==> src/rtl/cpu_pkg.sv <==
// Shared definitions for the single-cycle CPU: fetch FSM states, next-PC
// select codes, the halt opcode and instruction field bit positions.
package cpu_pkg;

    typedef enum logic [1:0] {
        S_BOOT  = 2'd0,
        S_FETCH = 2'd1,
        S_EXEC  = 2'd2,
        S_HALT  = 2'd3
    } state_e;

    localparam logic [1:0] PCSRC_SEQ = 2'b00;
    localparam logic [1:0] PCSRC_BR  = 2'b01;
    localparam logic [1:0] PCSRC_JMP = 2'b10;

    localparam logic [5:0] OP_HALT = 6'b111111;

    localparam int OPC_MSB  = 31;
    localparam int OPC_LSB  = 26;
    localparam int RS_MSB   = 25;
    localparam int RS_LSB   = 21;
    localparam int RT_MSB   = 20;
    localparam int RT_LSB   = 16;
    localparam int RD_MSB   = 15;
    localparam int RD_LSB   = 11;
    localparam int IMM_MSB  = 15;
    localparam int IMM_LSB  = 0;
    localparam int JIDX_MSB = 25;
    localparam int JIDX_LSB = 0;

endpackage

==> src/rtl/next_pc_calc.sv <==
// Combinational next-PC selection: sequential, PC-relative branch with a
// sign-extended word offset, and region jump keeping the top nibble of PC+4.
// Kept free of state so a pipelined fetch can reuse it unchanged.
module next_pc_calc
    import cpu_pkg::*;
#(
    parameter int ADDR_W = 32
) (
    input  logic [ADDR_W-1:0] CurPC,
    input  logic [31:0]       IR,
    input  logic [1:0]        PCSrc,
    output logic [ADDR_W-1:0] next_pc
);

    logic [ADDR_W-1:0] pc4;
    logic [ADDR_W-1:0] br_off;
    logic [ADDR_W-1:0] br_tgt;
    logic [ADDR_W-1:0] jmp_tgt;
    logic              unused_opc;

    assign pc4     = CurPC + ADDR_W'(4);
    // Branch offset is always sign-extended, regardless of the datapath ExtSel.
    assign br_off  = {{(ADDR_W-16){IR[IMM_MSB]}}, IR[IMM_MSB:IMM_LSB]} << 2;
    assign br_tgt  = pc4 + br_off;
    assign jmp_tgt = {pc4[ADDR_W-1:28], IR[JIDX_MSB:JIDX_LSB], 2'b00};

    // The opcode bits play no part in target calculation.
    assign unused_opc = ^IR[OPC_MSB:OPC_LSB];

    // Select the target; the reserved code falls back to PC+4.
    always_comb begin
        next_pc = pc4;
        case (PCSrc)
            PCSRC_BR:  next_pc = br_tgt;
            PCSRC_JMP: next_pc = jmp_tgt;
            default:   next_pc = pc4;
        endcase
    end

endmodule

==> src/rtl/instr_fetch_unit.sv <==
// Instruction-fetch unit: owns PC and IR, runs BOOT/FETCH/EXEC/HALT with a
// req/ack handshake to instruction memory that tolerates wait states, and
// presents the decoded instruction fields to the control unit.
module instr_fetch_unit
    import cpu_pkg::*;
#(
    parameter int                ADDR_W   = 32,
    parameter logic [ADDR_W-1:0] RESET_PC = '0
) (
    input  logic              CLK,
    input  logic              Reset,
    input  logic              PCWre,
    input  logic [1:0]        PCSrc,
    output logic              imem_req,
    output logic [ADDR_W-1:0] imem_addr,
    input  logic [31:0]       imem_rdata,
    input  logic              imem_ack,
    output logic              instr_valid,
    output logic [ADDR_W-1:0] CurPC,
    output logic [5:0]        OpCode,
    output logic [4:0]        rs,
    output logic [4:0]        rt,
    output logic [4:0]        rd,
    output logic [15:0]       immediate,
    output logic              halted,
    output logic [31:0]       retired
);

    state_e            state_q, state_d;
    logic [ADDR_W-1:0] pc_q, pc_d;
    logic [31:0]       ir_q, ir_d;
    logic [31:0]       retired_q, retired_d;
    logic              halted_q, halted_d;
    logic [ADDR_W-1:0] next_pc;

    next_pc_calc #(
        .ADDR_W (ADDR_W)
    ) u_next_pc (
        .CurPC   (pc_q),
        .IR      (ir_q),
        .PCSrc   (PCSrc),
        .next_pc (next_pc)
    );

    // Next-state and handshake outputs; PCWre/PCSrc only matter in EXEC.
    always_comb begin
        state_d     = state_q;
        pc_d        = pc_q;
        ir_d        = ir_q;
        retired_d   = retired_q;
        halted_d    = halted_q;
        imem_req    = 1'b0;
        instr_valid = 1'b0;
        case (state_q)
            S_BOOT: begin
                state_d = S_FETCH;
            end
            S_FETCH: begin
                imem_req = 1'b1;
                if (imem_ack) begin
                    ir_d    = imem_rdata;
                    state_d = S_EXEC;
                end
            end
            S_EXEC: begin
                instr_valid = 1'b1;
                retired_d   = retired_q + 32'd1;
                if (PCWre) begin
                    pc_d    = next_pc;
                    state_d = S_FETCH;
                end else begin
                    halted_d = 1'b1;
                    state_d  = S_HALT;
                end
            end
            S_HALT: begin
                state_d = S_HALT;
            end
            default: begin
                state_d = S_BOOT;
            end
        endcase
    end

    // State registers; reset wins over any handshake in the same cycle.
    always_ff @(posedge CLK) begin
        if (!Reset) begin
            state_q   <= S_BOOT;
            pc_q      <= RESET_PC;
            ir_q      <= '0;
            retired_q <= '0;
            halted_q  <= 1'b0;
        end else begin
            state_q   <= state_d;
            pc_q      <= pc_d;
            ir_q      <= ir_d;
            retired_q <= retired_d;
            halted_q  <= halted_d;
        end
    end

    assign imem_addr = pc_q;
    assign CurPC     = pc_q;
    assign OpCode    = ir_q[OPC_MSB:OPC_LSB];
    assign rs        = ir_q[RS_MSB:RS_LSB];
    assign rt        = ir_q[RT_MSB:RT_LSB];
    assign rd        = ir_q[RD_MSB:RD_LSB];
    assign immediate = ir_q[IMM_MSB:IMM_LSB];
    assign halted    = halted_q;
    assign retired   = retired_q;

endmodule

==> config.mk <==
export PLATFORM = sky130hd
export DESIGN_NAME = instr_fetch_unit
export DESIGN_NICKNAME = d
export VERILOG_FILES = /design/src/rtl/cpu_pkg.sv /design/src/rtl/next_pc_calc.sv /design/src/rtl/instr_fetch_unit.sv
export SDC_FILE = /design/constraint.sdc
export NUM_CORES = 1
export LEC_CHECK = 0
export ABC_CLOCK_PERIOD_IN_PS = 11600
export CAP_MARGIN = 20
export CORE_MARGIN = 1.5
export CORE_UTILIZATION = 35
export DETAILED_ROUTE_END_ITERATION = 10
export PLACE_DENSITY = 0.66
export SLEW_MARGIN = 20
export SYNTH_ARGS = -nofsm -noshare
export SYNTH_HDL_FRONTEND = slang
export SYNTH_SLANG_ARGS = --single-unit
==> constraint.sdc <==
create_clock -name CLK -period 11.6 [get_ports CLK]
set_input_delay 1.74 -clock CLK [delete_from_list [all_inputs] [get_ports CLK]]
set_output_delay 1.74 -clock CLK [all_outputs]
set_load 0.05 [all_outputs]
==> results of run 1 <==
[worst paths after layout]
check / end / slack, ns / depth (start not counted)
worst max-delay path: CurPC[31] / 7.04 / 14
worst min-delay path: ir_q[28] / 0.47 / 2
worst max register to register: CurPC[31] / 7.04 / 14
worst min register to register: ir_q[28] / 0.47 / 2
[critical path, cell delays in order, from the launching register on]
cell,delay (ns)
dfxtp_1,0.50
ha_1,0.28
nand3_1,0.18
or3_1,0.56
nor4_4,0.32
nand3_1,0.21
xnor2_1,0.18
ha_1,0.40
and3_4,0.24
a221oi_2,0.34
o31ai_1,0.19
and3_2,0.23
a221o_2,0.30
or4_1,0.46
nand3_1,0.09
[layer usage]
layer / vias up / GRT usage
met5: - / 0
met1: 3159 / 0.292
met4: 0 / 0.0643
li1: 3411 / -
met3: 31 / 0.0406
met2: 226 / 0.293
[where the power goes]
group	switching, W	internal (W)
Sequential	0.0000115	0.000340
Clock	0.000156	0.000152
Combinational	0.0000939	0.0000520
[synth_stat cells, drive strengths merged, types with 6 or more instances]
library cell | number | area [µm²]
clkbuf | 37 | 139
and2 | 28 | 175
dfxtp | 97 | 1940
nor2b | 19 | 119
nand3 | 35 | 175
xor2 | 13 | 133
a21boi | 47 | 353
o21ai | 46 | 230
o221ai | 8 | 70.1
o21a | 8 | 60.1
o211ai | 7 | 52.6
ha | 38 | 475
nor3 | 13 | 65.1
or3 | 14 | 87.6
buf | 45 | 327
nand4 | 16 | 121
nor2 | 40 | 153
xnor2 | 49 | 429
o31ai | 6 | 45.0
a221oi | 11 | 103
nand2 | 149 | 559
and3 | 20 | 138
a21o | 11 | 82.6
inv | 23 | 86.3
a21oi | 50 | 250
[layout make-up]
type                            instances  area, µm²
Tap cell                              265        332
Multi-Input combinational cell        712       4610
Clock buffer                            9        225
Clock inverter                          7       71.3
Sequential cell                        97       1940
Fill cell                            2015      10600
Timing Repair Buffer                  177       1750
Inverter                               23       86.3
[sequential cells by signal (all words and copies together) (netlist names)]
name	count
retired	32
ir_q	32
CurPC	30
state_q	2
halted	1
[cell families (layout without fill, tap and decap cells)]
group,Yosys count,after routing
adder cells (fa/ha/maj),39,39
AND/OR/NAND/NOR,362,362
multiplexers,6,6
buffers and inverters,105,216
XOR/XNOR,62,62
flip-flops,97,97
other,1,4
AO/OA/AOI/OAI,239,239
[through the flow]
step	hold slack [ns]	instances	area (µm²)	setup WS, ns	utilization
6_report	0.468	1290	9010	7.04	0.459
5_1_grt	0.507	1290	9010	6.66	0.459
4_1_cts	0.468	1290	9010	7.08	0.459
3_5_place_dp	0.458	1274	8720	7.12	0.443
3_3_place_gp	0.451	1274	8720	7.22	0.443
2_1_floorplan	0.488	914	7100	7.04	-
==> flow_metrics.env, run 1 <==
export IMPL_start_kind="flop"
export IMPL_grt_pass1_wl_um=34300
export IMPL_cts_resized=0
export IMPL_clk_pin_slew_ns=0.08
export IMPL_synth_compound_area_share=0.230
export IMPL_final_cell_mix="clkdlybuf4s50_1 (168), nand2_1 (149), dfxtp_1 (97), a21oi_1 (50), xnor2_1 (49)"
export IMPL_crit_path_max_fanout=9
export IMPL_synthToLayoutAreaGrowth_pct=27.1
export IMPL_yosysWarnings=0
export IMPL_die_y_um=145
export IMPL_via_per_inst=5.29
export IMPL_vdd_ir_drop_max_uv=65.1
export IMPL_power_density_nw_per_um2=89.5
export IMPL_n_antenna_cell=0
export IMPL_fin_crit_sh=0.393
export IMPL_required_ns=11.91
export IMPL_crit_arrival_ns=4.86
export IMPL_leakage_nw=3.34
export IMPL_dieWidth_um=145
export IMPL_final_hold_viol_count=0
export IMPL_wl_met2_um=9110
export IMPL_synth_mux_area_frac=0.00865
export IMPL_avgSynthCellArea_um2=7.78
export IMPL_antenna_found_initial=0
export IMPL_drtPass1Iterations=5
export IMPL_ctsHoldBuffers=0
export IMPL_dr_wl_met3_um=1500
export IMPL_ioPinCount=174
export IMPL_layout_nets=1097
export IMPL_numCtsBuffers=9
export IMPL_avgRoutedWirePerCell_um=16.6
export IMPL_synth_simple_area_share=0.260
export IMPL_synthDistinctLibCells=68
export IMPL_endpoint_kind="flop"
export IMPL_tightest_slew_ns=0.757
export IMPL_routed_top_layer="met4"
export IMPL_antenna_left=0
export IMPL_slew_limit_headroom=0.495
export IMPL_synth_xor_area_frac=0.0792
export IMPL_drt_met1_wl_um=10500
export IMPL_clock_sinks=97
export IMPL_synthAdderAreaFrac=0.0699
export IMPL_gp_congestion=0.930
export IMPL_setup_tns_ns=0
export IMPL_start_util=0.361
export IMPL_drtIter0Drc=486
export IMPL_synth_edf_count=0
export IMPL_setup_viol=0
export IMPL_layout_drive_gt1_share=0.0517
export IMPL_fmax_mhz=220
export IMPL_grtUsageTotal=0.200
export IMPL_ys_seq_elements=97
export IMPL_postCtsSetupRepairBufs=0
export IMPL_cts_root_buf="clkbuf_16"
export IMPL_core_area_um2=19700
export IMPL_r2r_start="CurPC[2]"
export IMPL_skew_ns=0.0147
export IMPL_synth_top_family_by_area="simple AND/OR/NAND/NOR gates"
export IMPL_ys_flop_type="dfxtp_1"
export IMPL_synthArstFlopShare=0
export IMPL_critPathKind="flop to flop"
export IMPL_cp_startpoint="CurPC[2]"
export IMPL_status="complete, no violations"
export IMPL_fin_total_pwr_w=0.000807
export IMPL_insertion_delay_ns=0.36
export IMPL_rsz0062_at_grt="false"
export IMPL_wl_um=21500
export IMPL_first_global_vias=6276
export IMPL_final_common_cell="clkdlybuf4s50_1"
export IMPL_dieArea_um2=21100
export IMPL_cts_buffer_depth=2
export IMPL_synth_seq_area_share=0.274
export IMPL_rows=51
export IMPL_drv_slew=0
export IMPL_cts_tree="built"
export IMPL_overflow=0
export IMPL_hold_start="ir_q[28]"
export IMPL_vias=6827
export IMPL_portBuffers=169
export IMPL_dp_hpwl_um=15700
export IMPL_netlist_area_um2=7090
export IMPL_h_tree_depth=3
export IMPL_grt_max_degree=76
export IMPL_route_detailed_drc=0
export IMPL_holdCritPathClass="flop to flop"
export IMPL_maxCapViolCount=0
export IMPL_syn_instance_count=911
export IMPL_fin_crit_ns=4.56
Power figures use the tool's default switching activity.
==> inputs of run 2 (changes only) <==
Settings changed: ABC_CLOCK_PERIOD_IN_PS 11600 to 4600.
Clock period 11.6 ns to 4.6 ns, I/O delays scaled along.
==> run 2 against run 1 <==
  * Final area is 2.1% higher
  * Sequential cell count unchanged
  * Routed wire length up 4.0%
  * Largest cell class unchanged
  * Critical path depth rose by 1
  * Clock power grew to 2.7 times the previous value
==> flow_metrics.env, run 2 (same netlist as run 1, synthesis figures left out) <==
export IMPL_status="complete, no violations"
export IMPL_ioPinCount=174
export IMPL_wl_um=22300
export IMPL_drtPass1Iterations=5
export IMPL_die_y_um=145
export IMPL_portBuffers=169
export IMPL_grt_max_degree=54
export IMPL_crit_path_max_fanout=7
export IMPL_grt_use_met2=0.297
export IMPL_cts_root_buf="clkbuf_16"
export IMPL_layout_drive_gt1_share=0.0727
export IMPL_slew_limit_headroom=0.497
export IMPL_dp_cells=1294
export IMPL_crit_arrival_ns=4.61
export IMPL_clock_sinks=97
export IMPL_grtUsageTotal=0.206
export IMPL_holdCritPathClass="flop to flop"
export IMPL_n_antenna_cell=0
export IMPL_fmax_mhz=233
export IMPL_leakage_nw=3.46
export IMPL_vdd_ir_drop_max_uv=163
export IMPL_grt_pass1_wl_um=35100
export IMPL_synthToLayoutAreaGrowth_pct=29.8
export IMPL_first_global_vias=6354
export IMPL_met3_usage=0.0453
export IMPL_layout_nets=1117
export IMPL_start_kind="flop"
export IMPL_final_cell_mix="clkdlybuf4s50_1 (168), nand2_1 (149), dfxtp_1 (96), a21oi_1 (50), xnor2_1 (48)"
export IMPL_antenna_left=0
export IMPL_slowest_stage="or3_4"
export IMPL_fin_crit_ns=4.30
export IMPL_power_density_nw_per_um2=230
export IMPL_ctsHoldBuffers=0
export IMPL_via_per_inst=5.39
export IMPL_vias=7059
export IMPL_post_dp_cell_area_um2=8870
export IMPL_gp_congestion=0.976
export IMPL_setup_tns_ns=0
export IMPL_dieWidth_um=145
export IMPL_numCtsBuffers=9
export IMPL_h_tree_depth=3
export IMPL_final_hold_viol_count=0
export IMPL_avgRoutedWirePerCell_um=17.1
export IMPL_crit_chain="ha_1 > nand3_1 > or3_4 > or3_1 > nor2_1 > nand4_1 > xnor2_2 > ha_1 > a21o_1 > a21oi_1 > o31ai_1 > and3_2 > a221o_2 > or4_1 > nand3_1"
export IMPL_antenna_found_initial=0
export IMPL_skew_ns=0.00928
export IMPL_final_cells=1310
export IMPL_critPathKind="flop to flop"
export IMPL_maxCapViolCount=0
export IMPL_start_util=0.361
export IMPL_rows=51
export IMPL_cpPeakStageDelay_ns=0.46
export IMPL_cts_tree="built"
export IMPL_overflow=0
export IMPL_dp_hpwl_um=16300
export IMPL_drv_slew=0
export IMPL_multi_input_area_um2=4620
export IMPL_drtIter0Drc=662
export IMPL_seq_area_um2=1940
export IMPL_core_area_um2=19700
export IMPL_top_usage_layer="met1"
export IMPL_insertion_delay_ns=0.37
export IMPL_required_ns=4.91
export IMPL_grt_use_met1=0.300
export IMPL_cts_buffer_depth=2
export IMPL_final_area_um2=9200
export IMPL_clk_pin_slew_ns=0.08
export IMPL_endpoint_kind="flop"
export IMPL_fin_crit_sh=0.934
export IMPL_dieArea_um2=21100
export IMPL_setup_viol=0
export IMPL_final_common_cell="clkdlybuf4s50_1"
export IMPL_rsz0062_at_grt="false"
export IMPL_fillers=1975
export IMPL_route_detailed_drc=0
export IMPL_tightest_slew_ns=0.755
## run 2: cell count changes in the layout (fill, tap and decap cells not counted), sizes merged
| cell | before | now |
|---|---|---|
| buf | 9 | 29 |
| bufinv | 0 | 1 |
| inv | 26 | 27 |
| clkinv | 3 | 1 |
## run 2: metal layers
metal  part of all wire  wire length (µm)
met3              0.089              1990
met4              0.022               491
met2               0.42              9380
met5                  0                 0
met1               0.47             10500
## run 2: critical path, delay by kind of cell (launching register included)
kind,cells,cell delay (ns)
and+or+nand+nor,8,2.11
AOI/OAI and AO/OA,4,0.92
adders and majority gates,2,0.59
DFF,1,0.39
xor gates and xnor gates,1,0.20
## run 2: where the power goes
group / total [W] / switching [W] / internal, W
clock network: 0.000848 / 0.000406 / 0.000441
registers: 0.000887 / 0.0000288 / 0.000858
logic: 0.000378 / 0.000242 / 0.000136
## run 2: final cells by class
| class | instances | area share |
|---|---|---|
| multi-input cells | 712 | 0.502 |
| clock buffers | 9 | 0.0245 |
| well taps | 265 | 0.0360 |
| inverters | 23 | 0.00938 |
| clock inverters | 7 | 0.0105 |
| flip-flops and latches | 97 | 0.211 |
| repair buffers | 197 | 0.206 |
## run 2: final timing paths
check,startpoint,to,slack [ns],cells past startpoint
max reg2reg,CurPC[3],CurPC[31],0.30,15
min reg2reg,ir_q[26],ir_q[26],0.46,2
max,CurPC[3],CurPC[31],0.30,15
min,ir_q[26],ir_q[26],0.46,2
## run 2: repair_timing
item,CTS,global route
gates resized for setup,0,3
buffers inserted,0,0
setup endpoints to repair,0,2
endpoints found under the hold margin,0,0
## run 2: stage by stage
stage | power (W) | hold slack (ns) | worst slack [ns] | util
after floorplan | 0.00115 | 0.488 | 0.0447 | -
after global placement | 0.00128 | 0.450 | 0.332 | 0.451
final | 0.00211 | 0.464 | 0.305 | 0.468
after CTS | 0.00212 | 0.466 | 0.214 | 0.467
after global routing | 0.00219 | 0.494 | 0.0840 | 0.468
after detailed placement | 0.00128 | 0.457 | 0.247 | 0.451
